==> src/rtl/run_sequencer.sv <==
// run_sequencer: holds a downstream design in reset for a programmed number of cycles,
// then clock-enables it for a programmed run length and parks it for inspection.
module run_sequencer #(
    parameter int CNT_W  = 16,
    parameter int HOLD_W = 8
) (
    input  logic              clk,
    input  logic              reset_n,
    input  logic              start,
    input  logic              abort,
    input  logic [HOLD_W-1:0] hold_cycles,
    input  logic [CNT_W-1:0]  run_cycles,
    output logic              dut_reset_n,
    output logic              dut_clk_en,
    output logic              busy,
    output logic              done,
    output logic              aborted,
    output logic [CNT_W-1:0]  cycle_count
);
    localparam logic [1:0] IDLE = 2'd0, HOLD = 2'd1, RUN = 2'd2, DONE = 2'd3;
    logic [1:0] state, nxt, sync;
    logic [HOLD_W-1:0] hold_left;
    logic [CNT_W-1:0] run_len, cnt_inc;
    logic active, accept;
    assign active  = state == HOLD || state == RUN;
    assign accept  = sync[1] && start && !active;
    assign cnt_inc = cycle_count + CNT_W'(1);
    always_comb begin
        nxt = state;
        case (state)
            HOLD:    nxt = abort ? DONE : hold_left == HOLD_W'(1) ? (run_len != '0 ? RUN : DONE) : HOLD;
            RUN:     nxt = (abort || cnt_inc == run_len) ? DONE : RUN;
            default: nxt = accept ? HOLD : state;
        endcase
    end
    // release of reset_n is synchronised; assertion acts immediately
    always_ff @(posedge clk or negedge reset_n) begin
        if (!reset_n) sync <= '0;
        else          sync <= {sync[0], 1'b1};
    end
    always_ff @(posedge clk or negedge reset_n) begin
        if (!reset_n) begin
            state       <= IDLE;
            hold_left   <= '0;
            run_len     <= '0;
            cycle_count <= '0;
            aborted     <= 1'b0;
            dut_reset_n <= 1'b0;
            dut_clk_en  <= 1'b0;
            busy        <= 1'b0;
            done        <= 1'b0;
        end else begin
            state       <= nxt;
            dut_reset_n <= nxt == RUN || nxt == DONE;
            dut_clk_en  <= nxt == RUN;
            busy        <= nxt == HOLD || nxt == RUN;
            done        <= nxt == DONE;
            if (accept) begin
                hold_left   <= hold_cycles == '0 ? HOLD_W'(1) : hold_cycles;
                run_len     <= run_cycles;
                cycle_count <= '0;
                aborted     <= 1'b0;
            end else if (active && abort) begin
                aborted <= 1'b1;
            end else if (state == HOLD) begin
                hold_left <= hold_left - HOLD_W'(1);
            end else if (state == RUN) begin
                cycle_count <= cnt_inc;
            end
        end
    end
endmodule

==> config.mk <==
export PLATFORM = sky130hd
export DESIGN_NAME = run_sequencer
export DESIGN_NICKNAME = d
export VERILOG_FILES = /design/src/rtl/run_sequencer.sv
export SDC_FILE = /design/constraint.sdc
export NUM_CORES = 1
export LEC_CHECK = 0
export ABC_AREA = 1
export ABC_CLOCK_PERIOD_IN_PS = 2770
export CAP_MARGIN = 20
export CORE_MARGIN = 5
export CORE_UTILIZATION = 45
export DETAILED_ROUTE_END_ITERATION = 7
export PLACE_DENSITY = 0.79
export SETUP_SLACK_MARGIN = 0.3
export SYNTH_ARGS = -nofsm -noshare
export SYNTH_HDL_FRONTEND = slang
export SYNTH_SLANG_ARGS = --single-unit
==> constraint.sdc <==
create_clock -name clk -period 2.77 [get_ports clk]
set_clock_uncertainty 0.2 [all_clocks]
set_input_delay 0.831 -clock clk [delete_from_list [all_inputs] [get_ports clk]]
set_output_delay 0.831 -clock clk [all_outputs]
set_load 0.01 [all_outputs]
==> results of run 1 <==
-- power by group through the flow --
stage / logic, uW / registers, uW / clock network [uW]
final: 1940 / 1280 / 436
after global routing: 2200 / 1320 / 481
after CTS: 1770 / 1260 / 447
after detailed placement: 1750 / 1270 / 0
after global placement: 1690 / 1260 / 0
after floorplan: 1150 / 1260 / 0
-- cell families after synthesis --
family	synth area share, %
simple gates	32.01
xor+xnor	2.023
buf+inv	8.707
fa+ha+maj	2.638
flops	43.10
other cells	0.1318
compound gates	11.39
-- what timing repair did --
item | CTS | global route
gates resized for setup | 5 | 29
endpoints found under the setup margin | 3 | 3
buffers inserted | 1 | 4
pin swaps | 0 | 17
-- stage by stage --
| stage | area [sq um] | hold slack (ps) |
|---|---|---|
| 3_3_place_gp | 3452 | 138.2 |
| 3_5_place_dp | 3452 | 150.4 |
| 5_1_grt | 3691 | 191.5 |
| 2_1_floorplan | 2845 | 131.2 |
| 4_1_cts | 3562 | 171.4 |
| 6_report | 3691 | 168.4 |
-- routing by layer --
layer	wire, um	vias up	track usage, %
met5	0	-	0
met4	91	0	4.871
met3	341	9	3.226
met2	3561	68	33.62
met1	3092	1310	24.07
li1	-	1368	-
-- registers in the layout (all words and copies together) (netlist names) --
register,cells
cycle_count,16
run_len,16
hold_left,8
state,2
sync,2
aborted,1
busy,1
done,1
dut_clk_en,1
dut_reset_n,1
-- cell usage after synthesis (3+ instances only) --
cell      instances
nor4_1            6
o22ai_1          11
nand3_2           3
inv_1            53
nand3_1          37
nor2_2            3
nor2_1           21
o21ai_0          34
buf_2             3
xor2_1            3
dfrtp_1          49
ha_1              6
clkbuf_1          6
nand2_1         103
nand2_2           9
a21oi_1           6
nand4_1           8
-- layout make-up --
type / instances / area (sq um)
fillers: 565 / 2550
repair buffers: 61 / 588.1
clock buffers: 7 / 86.33
well taps: 77 / 96.34
inverters: 56 / 215.2
flip-flops and latches: 49 / 1232
multi-input cells: 268 / 1473
-- worst paths after layout --
| path | startpoint | to | cells past startpoint |
|---|---|---|---|
| max reg2reg | cycle_count[0] | busy | 18 |
| max in group asynchronous | reset_n | cycle_count[0] | 2 |
| min reg2reg | sync[0] | sync[1] | 0 |
| max | cycle_count[13] | cycle_count[13] | 1 |
| min in group asynchronous | reset_n | run_len[2] | 1 |
| min | sync[0] | sync[1] | 0 |
==> results.cfg, run 1 <==
[run_status]
status = completed

[yosys]
netlist_area_sq_um = 2845
syn_inst = 382
avgSynthCellArea_sq_um = 7.448
synth_edf_count = 0
async_flop_share_pct = 100.0
ys_warn_count = 0
synth_top_area_share_pct = 43.10
synth_top_area_cell = dfrtp_1
syn_nets = 416
ys_seq_area_share_pct = 43.10
netlist_top_cells_area = dfrtp_1 (43%), nand2_1 (14%), inv_1 (7.0%)
ys.flop_type = dfrtp_1
synth-seq-cells = 49
synth_cell_type_count = 32

[cells_and_area]
n_antenna_cell = 0
final_nets = 475
most-common-layout-cells = nand2_1 (96), inv_1 (52), clkdlybuf4s50_1 (46), dfrtp_1 (44), nand3_1 (35)
syn_to_final_growth_pct = 29.73
layout.cells.non_filler = 518
final_common_cell = nand2_1
drive_gt1_share_pct = 14.06
fin_util_pct = 59.14

[worst_setup_path]
critPathSlowestCell = clkdlybuf4s50_1
crit_type = reg -> out
critPathLaunchType = flop
r2r_slack_ps = 390
critical_path.top_delay_family = buffers and inverters
required_ps = 1740
end_kind = output pin
worst_path_largest_cell_delay_ps = 590
crit_chain = clkdlybuf4s50_1
cp_max_fo = 5
worst-path-buf-inv = 1
worst_ep_arrival_time_ps = 1370

[clocking]
cts_tree = done
hold_buffers = 0
insertion_delay_ps = 300
cts_max_level = 2
cts-root-buf = clkbuf_8
cts_buffers = 5
cts_buffer_depth = 2
cts.clk_slew.worst_paths_ps = 90
clock-sinks = 49

[power_and_ir_drop]
power.switching_uw = 1598
p_per_area_nw_per_um2 = 991.6
swShare_pct = 43.65
ir_drop_v = 0.0006702
p_leak_uw = 0.001695
internal-power_uw = 2062
seqPwrFrac_pct = 35.0
power_frac_comb_pct = 53.1
power.total_uw = 3660
clkPwrFrac_pct = 11.9

[run]
maxCapViolCount = 0

[route]
dr_total_vias = 2755
dr.pass1.iters = 4
viasPerCell = 5.319
wl_per_cell_um = 13.68
wl_mm = 7.087
antenna_left = 0
drc = 0
drtIter0Drc = 113

[global_route]
track_usage_pct = 19.02
grt_pass1_vias = 2679
grt_overflow = 0
grt_pass1_wl_mm = 11.96
grt_max_degree = 28
antenna_found_initial = 0

[sta]
max_freq_mhz = 416.1
setup_viol = 0
layout_worst_path_cycle_share_pct = 86.75
finalWorstSetupSlack_ps = 366.9
finalHoldViolations = 0
slew_viol_final = 0
min_period_ps = 2403
finalSetupTns_ps = 0
grt_setup_unrepaired = yes

[placed_design]
post-dp-hpwl_mm = 5.449
gp_congestion = 0.8435
placed_cells = 506
dpl_worst_slack_ps = 167.8
portBuffers = 48

[floorplanning]
fp.dieH_um = 89.52
io_pins = 49
core.rowCount = 29
die_area_sq_um = 8013
coreArea_sq_um = 6241
initial_core_util_pct = 45.59
fp.dieW_um = 89.52

[worst_hold_path]
hp-class = reg -> reg
(Power assumes the default switching activity.)
==> run 2: changes to the inputs <==
--- a/config.mk
+++ b/config.mk
@@ -11,8 +11,9 @@
 export CORE_MARGIN = 5
 export CORE_UTILIZATION = 45
 export DETAILED_ROUTE_END_ITERATION = 7
-export PLACE_DENSITY = 0.79
+export PLACE_DENSITY = 0.72
 export SETUP_SLACK_MARGIN = 0.3
+export SLEW_MARGIN = 20
 export SYNTH_ARGS = -nofsm -noshare
 export SYNTH_HDL_FRONTEND = slang
 export SYNTH_SLANG_ARGS = --single-unit
==> results.cfg, run 2 (synthesis results as in run 1) <==
[sta]
max_freq_mhz = 403.5
grt_setup_unrepaired = yes
finalWorstSetupSlack_ps = 291.5
finalHoldViolations = 0
tightestPinTransition_ps = 507.8
slew_viol_final = 0
finalSetupTns_ps = 0
min_period_ps = 2479
max_slew_margin_pct = 65.99
setup_viol = 0
layout_worst_path_cycle_share_pct = 89.48

[worst_setup_path]
crit_cells = 3
r2r_slack_ps = 340
end_kind = output pin
crit_type = reg -> out
cp_max_fo = 5
critPathLaunchType = flop
critPathSlowestCell = clkdlybuf4s50_1
crit_chain = buf_6, buf_4, clkdlybuf4s50_1
critical_path.top_delay_family = buffers and inverters
worst-path-buf-inv = 3
reg2reg_depth = 16
worst_path_largest_cell_delay_ps = 520
worst_ep_arrival_time_ps = 1450
required_ps = 1740

[cells_and_area]
final_nets = 484
most-common-layout-cells = nand2_1 (98), inv_1 (53), dfrtp_1 (47), clkdlybuf4s50_1 (47), nand3_1 (37)
top_regs = cycle_count: 16 flops, run_len: 16 flops, hold_left: 8 flops
syn_to_final_growth_pct = 31.53
n_antenna_cell = 0
drive_gt1_share_pct = 13.97
layout.cells.non_filler = 528
final_common_cell = nand2_1
fin_util_pct = 59.96
n_fill_cell = 575

[clocking]
insertion_delay_ps = 300
cts.clk_slew.worst_paths_ps = 90
cts-root-buf = clkbuf_8
clock-sinks = 49
hold_buffers = 0
cts_max_level = 2
cts_buffers = 5
cts_buffer_depth = 2
cts_tree = done

[route]
wl_per_cell_um = 13.40
antenna_left = 0
viasPerCell = 5.199
drc = 0
drtIter0Drc = 129
dr_total_vias = 2745
dr.pass1.iters = 4
wl_mm = 7.076

[global_route]
grt_max_degree = 27
antenna_found_initial = 0
track_usage_pct = 18.21
grt_pass1_wl_mm = 11.45
grt_pass1_vias = 2580
grt_overflow = 0

[placed_design]
gp_congestion = 0.9140
placed_cells = 507
post-dp-hpwl_mm = 5.354
dpl_worst_slack_ps = 157.8
portBuffers = 48

[floorplanning]
io_pins = 49
fp.dieW_um = 89.52
initial_core_util_pct = 45.59
fp.dieH_um = 89.52
die_area_sq_um = 8013
coreArea_sq_um = 6241
core.rowCount = 29

[worst_hold_path]
hold_depth = 0
hp-class = reg -> reg

[power_and_ir_drop]
ir_drop_v = 0.0005939
p_leak_uw = 0.001744
power.total_uw = 3769
p_per_area_nw_per_um2 = 1007

[run]
maxCapViolCount = 0

[run_status]
status = completed
[run 2: report_power, final]
part | leakage, uW | total (uW) | internal [uW] | switching, uW
Combinational | 0.00107 | 1970 | 880 | 1090
Sequential | 0.000614 | 1260 | 1010 | 253
Clock | 0.0000574 | 535 | 294 | 241
[run 2: cell type report]
cell class                      instances  area, sq um  area share (%)
Clock buffer                            6        82.58           2.207
Clock inverter                          2        37.54           1.003
Inverter                               56        212.7           5.684
Multi-Input combinational cell        268         1436           38.38
Sequential cell                        49         1229           32.83
Tap cell                               77        96.34           2.574
Timing Repair Buffer                   70        648.1           17.32
[run 2: timing repair]
action | 4_1_cts | 5_1_grt
hold endpoints to repair | 0 | 0
endpoints found under the setup margin | 0 | 4
setup buffers | 0 | 13
gates resized for setup | 0 | 18
[run 2: metal layers]
layer / vias to the layer above / GRT usage [%] / routed length (um)
met3: 19 / 3.041 / 377
li1: 1386 / - / -
met5: - / 0 / 0
met4: 0 / 5.683 / 163
met1: 1264 / 24.26 / 3116
met2: 76 / 30.34 / 3419
[run 2: final timing paths]
kind	from	end
setup / recovery	cycle_count[0]	cycle_count[0]
hold / removal	sync[0]	sync[1]
setup reg to reg	cycle_count[0]	busy
hold reg to reg	sync[0]	sync[1]
max in group asynchronous	reset_n	dut_reset_n
min in group asynchronous	reset_n	cycle_count[2]
[run 2: through the flow]
step	hold WS, ps	instance area, sq um
5_1_grt	184.2	3742
4_1_cts	161.4	3567
2_1_floorplan	131.2	2845
3_3_place_gp	137.0	3447
6_report	156.2	3742
3_5_place_dp	141.1	3447
